<file path="src/rtl/loopback_pattern_gen.sv">
// loopback_pattern_gen: burst test-pattern source (counter, PRBS7, PRBS15, walking-one, fixed)
// with a valid/ready handshake toward the TX serializer and single-word error injection.
module loopback_pattern_gen #(
   parameter int         DATA_W      = 8,
   parameter int         LEN_W       = 16,
   parameter logic [6:0]  PRBS7_SEED  = 7'h7F,
   parameter logic [14:0] PRBS15_SEED = 15'h7FFF
) (
   input  logic              clk,
   input  logic              rst_n,
   input  logic              start,
   input  logic              stop,
   input  logic [2:0]        mode,
   input  logic [DATA_W-1:0] fixed_val,
   input  logic [LEN_W-1:0]  burst_len,
   input  logic              inject_err,
   output logic [DATA_W-1:0] out_data,
   output logic              out_valid,
   input  logic              out_ready,
   output logic              busy,
   output logic              done,
   output logic [LEN_W-1:0]  word_cnt
);
   typedef enum logic [1:0] {IDLE, RUN, DONE} state_t;
   state_t state_q, state_d;
   logic [DATA_W-1:0] data_q, data_d, fix_q, fix_d, w7, w15, nxt;
   logic [6:0] p7_q, p7_d;
   logic [14:0] p15_q, p15_d;
   logic [LEN_W-1:0] len_q, len_d, cnt_q, cnt_d;
   logic [2:0] mode_q, mode_d, m;
   logic err_q, err_d, run, go, acc, step;

   assign run  = state_q == RUN;
   assign go   = state_q == IDLE && start && !stop;
   assign acc  = run && out_ready;
   assign step = go || acc;

   // DATA_W serial LFSR shifts unrolled into one cycle; the first feedback bit lands in the MSB.
   always_comb begin
      p7_d  = go ? PRBS7_SEED : p7_q;
      p15_d = go ? PRBS15_SEED : p15_q;
      w7    = '0;
      w15   = '0;
      for (int k = 0; k < DATA_W; k++) begin
         w7[DATA_W-1-k]  = p7_d[6] ^ p7_d[5];
         p7_d            = {p7_d[5:0], w7[DATA_W-1-k]};
         w15[DATA_W-1-k] = p15_d[14] ^ p15_d[13];
         p15_d           = {p15_d[13:0], w15[DATA_W-1-k]};
      end
      p7_d  = step ? p7_d : p7_q;
      p15_d = step ? p15_d : p15_q;
   end

   // On start the generator emits its first word; on accept it advances from the raw (uncorrupted) word.
   always_comb begin
      m       = go ? mode : mode_q;
      nxt     = m == 3'd1 ? w7
              : m == 3'd2 ? w15
              : m == 3'd3 ? (go ? DATA_W'(1) : {data_q[DATA_W-2:0], data_q[DATA_W-1]})
              : m == 3'd4 ? (go ? fixed_val : fix_q)
              : (go ? '0 : data_q + DATA_W'(1));
      data_d  = step ? nxt : data_q;
      mode_d  = m;
      fix_d   = go ? fixed_val : fix_q;
      len_d   = go ? burst_len : len_q;
      cnt_d   = go ? '0 : (acc && !(&cnt_q)) ? cnt_q + LEN_W'(1) : cnt_q;
      err_d   = inject_err || (err_q && !acc);
      state_d = go ? RUN
              : state_q == DONE ? IDLE
              : !run ? state_q
              : stop ? IDLE
              : (acc && len_q != '0 && cnt_q == len_q - LEN_W'(1)) ? DONE
              : RUN;
   end

   always_ff @(posedge clk or negedge rst_n) begin
      if (!rst_n) begin
         state_q <= IDLE;
         data_q  <= '0;
         fix_q   <= '0;
         p7_q    <= PRBS7_SEED;
         p15_q   <= PRBS15_SEED;
         len_q   <= '0;
         cnt_q   <= '0;
         mode_q  <= '0;
         err_q   <= 1'b0;
      end else begin
         state_q <= state_d;
         data_q  <= data_d;
         fix_q   <= fix_d;
         p7_q    <= p7_d;
         p15_q   <= p15_d;
         len_q   <= len_d;
         cnt_q   <= cnt_d;
         mode_q  <= mode_d;
         err_q   <= err_d;
      end
   end

   assign out_data  = data_q ^ {{(DATA_W-1){1'b0}}, err_q && run};
   assign out_valid = run;
   assign busy      = run;
   assign done      = state_q == DONE;
   assign word_cnt  = cnt_q;
endmodule
</file>
<file path="config.mk">
export PLATFORM = sky130hd
export DESIGN_NAME = loopback_pattern_gen
export DESIGN_NICKNAME = d
export VERILOG_FILES = /design/src/rtl/loopback_pattern_gen.sv
export SDC_FILE = /design/constraint.sdc
export NUM_CORES = 1
export LEC_CHECK = 0
export CAP_MARGIN = 20
export CORE_MARGIN = 4
export CORE_UTILIZATION = 50
export CTS_CLUSTER_SIZE = 12
export DETAILED_ROUTE_END_ITERATION = 7
export PLACE_DENSITY = 0.73
export SYNTH_ARGS = -nofsm -noshare
export SYNTH_HDL_FRONTEND = slang
export SYNTH_SLANG_ARGS = --single-unit
</file>
<file path="constraint.sdc">
create_clock -name clk -period 3.1 [get_ports clk]
set_input_delay 0.31 -clock clk [delete_from_list [all_inputs] [get_ports clk]]
set_output_delay 0.31 -clock clk [all_outputs]
set_load 0.03 [all_outputs]
</file>
==> metrics, run 1 <==
status=finished clean; Synth area leader=dfrtp_1; Post-synth EDFFs=0; first-pass GRT wire length=19280 µm; Slew HR=35.57%; Die X=103.9 µm; Resized cells post-CTS=0; routed via count=3974; P per Cell Area=1011 nW/µm²; Final Hold Fails=0; delay-heaviest family, CP=simple AND/OR/NAND/NOR gates; ratio of cells with drive above 1 in the final layout=10.80%; # hold bufs at CTS=0; Fillers=761; Syn Inst Count=516; most frequent cells in the layout=89 x nand2_1, 60 x nor2_1, 58 x clkdlybuf4s50_1, 54 x dfrtp_1, 30 x xor2_1; Clock transition at path regs=0.08 ns; dpl cell area=5177 µm²; CTS sink count=76; top post-synthesis cells by area=dfrtp_1 29%, dfstp_2 13%, nand2_1 7.3%, xor2_1 5.7%, xnor2_1 5.1%; routability cong.=0.8848; WP buf/inv=1; Sequential Area=1929 µm²; grt ovf=0; setup bufs post-CTS=0; die height=103.9 µm; Unique masters post-synth=61; H-Tree Depth=3; CP endpoint kind=flip-flop; most common cell after layout, fill and taps aside=nand2_1; placed cell count=657; Critical Path, Cell by Cell=inv_1 -> ha_1 -> nor3b_1 -> and4_1 -> o22ai_1 -> or4_1 -> nor4_2 -> o221ai_1; placement row count=34; post-detail-place hpwl=8318 µm; Post-Syn Area=4598 µm²; GRT Total Usage=21.69%; core area=8848 µm²; setup ws final=0.4510 ns; ant diodes=0; #FFs+latches synth=76; initial antenna violation count=0; highest clock rate=0.3775 GHz; DRC Markers=0; post-route insts no fill=673; DR WL/cell=17.16 µm; Final #Nets=600; initial core utilization=51.97%; vias in the first global route=3910; Critical Path Start Type=flip-flop; VDD IR max=0.5622 mV; Leak=2.275 nW; worst hold path type=input pin to async pin; clk_lat worst skew=0.35 ns; largest net degree at the start of global routing=77; Setup violations, final=0; io pins=60; Seq/Total Area, Yosys=41.96%; FFs w/ async S/R, synth=100.0%; worst slew pin tran=0.9665 ns; max cap viols=0; Iteration-0 DRC Markers=240; Yosys warning count=0; Design Area, Final=5435 µm²; share of the synthesized area in the top cell type=29.39%; Final Cycle Share=85.45%; type of the worst setup path=flip-flop to flip-flop; Final TNS setup=0 ns; Final ANT Viol Nets=0; Pins Over Slew Limit=0; synth-to-layout area growth=18.20%; vias per inst=5.905; Tmin final=2.649 ns; Crit-path slowest cell=or4_1; Multi-input gate area=2431 µm²; Detailed Route WL=11550 µm; synthesized net count=556; die area=10790 µm²; Critical Path RT=3.31 ns; RSZ-0062 raised after global routing=no; TritonCTS clock tree=built; drt first pass iters=5; clock skew=0.01127 ns; most common flop cell mapped by yosys=dfrtp_1; clock tree buffer depth=2; syn avg cell area=8.911 µm²; Post-Place Setup Slack=0.4637 ns; Root Buffer=clkbuf_8; cts bufs inserted=9; I/O Buffers=59; slowest cell delay on critical path=0.54 ns; critical path arrival=2.86 ns; crit-path max FO=7
[per-layer routing]
metal | global-route usage [%] | part of all wire [%]
met1 | 27.17 | 41
met4 | 8.167 | 3.0
met2 | 36.77 | 50
met5 | 0 | 0
met3 | 4.655 | 6.6
[worst reg2reg max path, stage by stage (launching register included)]
cell	delay, ns
dfrtp_1	0.43
inv_1	0.12
ha_1	0.28
nor3b_1	0.43
and4_1	0.26
o22ai_1	0.08
or4_1	0.54
nor4_2	0.24
o221ai_1	0.15
[through the flow]
stage	total power [mW]	utilization, %	hold WS (ns)
floorplan	3.872	-	0.01441
global placement	4.497	58.51	0.4582
detailed placement	4.534	58.51	0.4724
CTS	5.521	61.43	0.1368
global route	5.910	61.43	0.1743
finish	5.494	61.43	0.09750
[worst paths after layout]
check	startpoint	to	slack (ns)	depth (start not counted)
setup / recovery	len_q[0]$_DFFE_PN0P_	state_q[0]$_DFFE_PN0P_	0.45	8
hold / removal	rst_n	word_cnt[13]$_DFFE_PN0P_	0.1	1
setup reg to reg	len_q[0]$_DFFE_PN0P_	state_q[0]$_DFFE_PN0P_	0.45	8
hold reg to reg	err_q$_DFF_PN0_	err_q$_DFF_PN0_	0.49	1
max in group asynchronous	rst_n	word_cnt[1]$_DFFE_PN0P_	2.36	1
min in group clk	burst_len[5]	len_q[5]$_DFFE_PN0P_	0.48	3
[sequential cells by signal, indices dropped and copies added (netlist names)]
name,flops
len_q,16
word_cnt,16
p15_q,15
data_q,8
fix_q,8
p7_q,7
mode_q,3
state_q,2
err_q,1
[power by group]
| part | switching (mW) | leakage (nW) | internal, mW | total [mW] |
|---|---|---|---|---|
| Sequential | 0.532 | 0.909 | 1.50 | 2.03 |
| Combinational | 1.41 | 1.24 | 1.10 | 2.51 |
| Clock | 0.373 | 0.126 | 0.582 | 0.955 |
| Total | 2.31 | 2.27 | 3.18 | 5.49 |
[cells in the mapped netlist, drive strengths merged (9+ instances only)]
master	instances
xnor2	27
a221oi	9
nor3	20
o21ai	15
nand2b	9
dfstp	22
dfrtp	54
clkbuf	15
nand2	89
xor2	30
nand3	21
nor2	60
a21oi	10
buf	17
mux2i	9
inv	13
[cell type report]
| class | count | area share (%) |
|---|---|---|
| Multi-Input combinational cell | 395 | 44.73 |
| Sequential cell | 76 | 35.50 |
| Timing Repair Buffer | 65 | 11.65 |
| Clock buffer | 11 | 2.785 |
| Tap cell | 108 | 2.486 |
| Clock inverter | 5 | 1.957 |
| Inverter | 13 | 0.8978 |
[cell families after synthesis]
group,count (synthesis),synth area share [%]
adders and majority gates,7,1.905
xor gates and xnor gates,57,10.86
buffers and inverters,45,5.197
muxes,11,2.449
and+or+nand+nor,248,26.64
DFF,76,41.96
AOI/OAI and AO/OA,72,10.99
Note: power is estimated with default switching activity, not from simulation.
==> inputs of run 2 (changes only) <==
--- a/config.mk
+++ b/config.mk
@@ -5,7 +5,6 @@
 export SDC_FILE = /design/constraint.sdc
 export NUM_CORES = 1
 export LEC_CHECK = 0
-export CAP_MARGIN = 20
 export CORE_MARGIN = 4
 export CORE_UTILIZATION = 50
 export CTS_CLUSTER_SIZE = 12
==> results of run 2 <==
No change in the layout: final DEF, timing and power equal those of run 1.
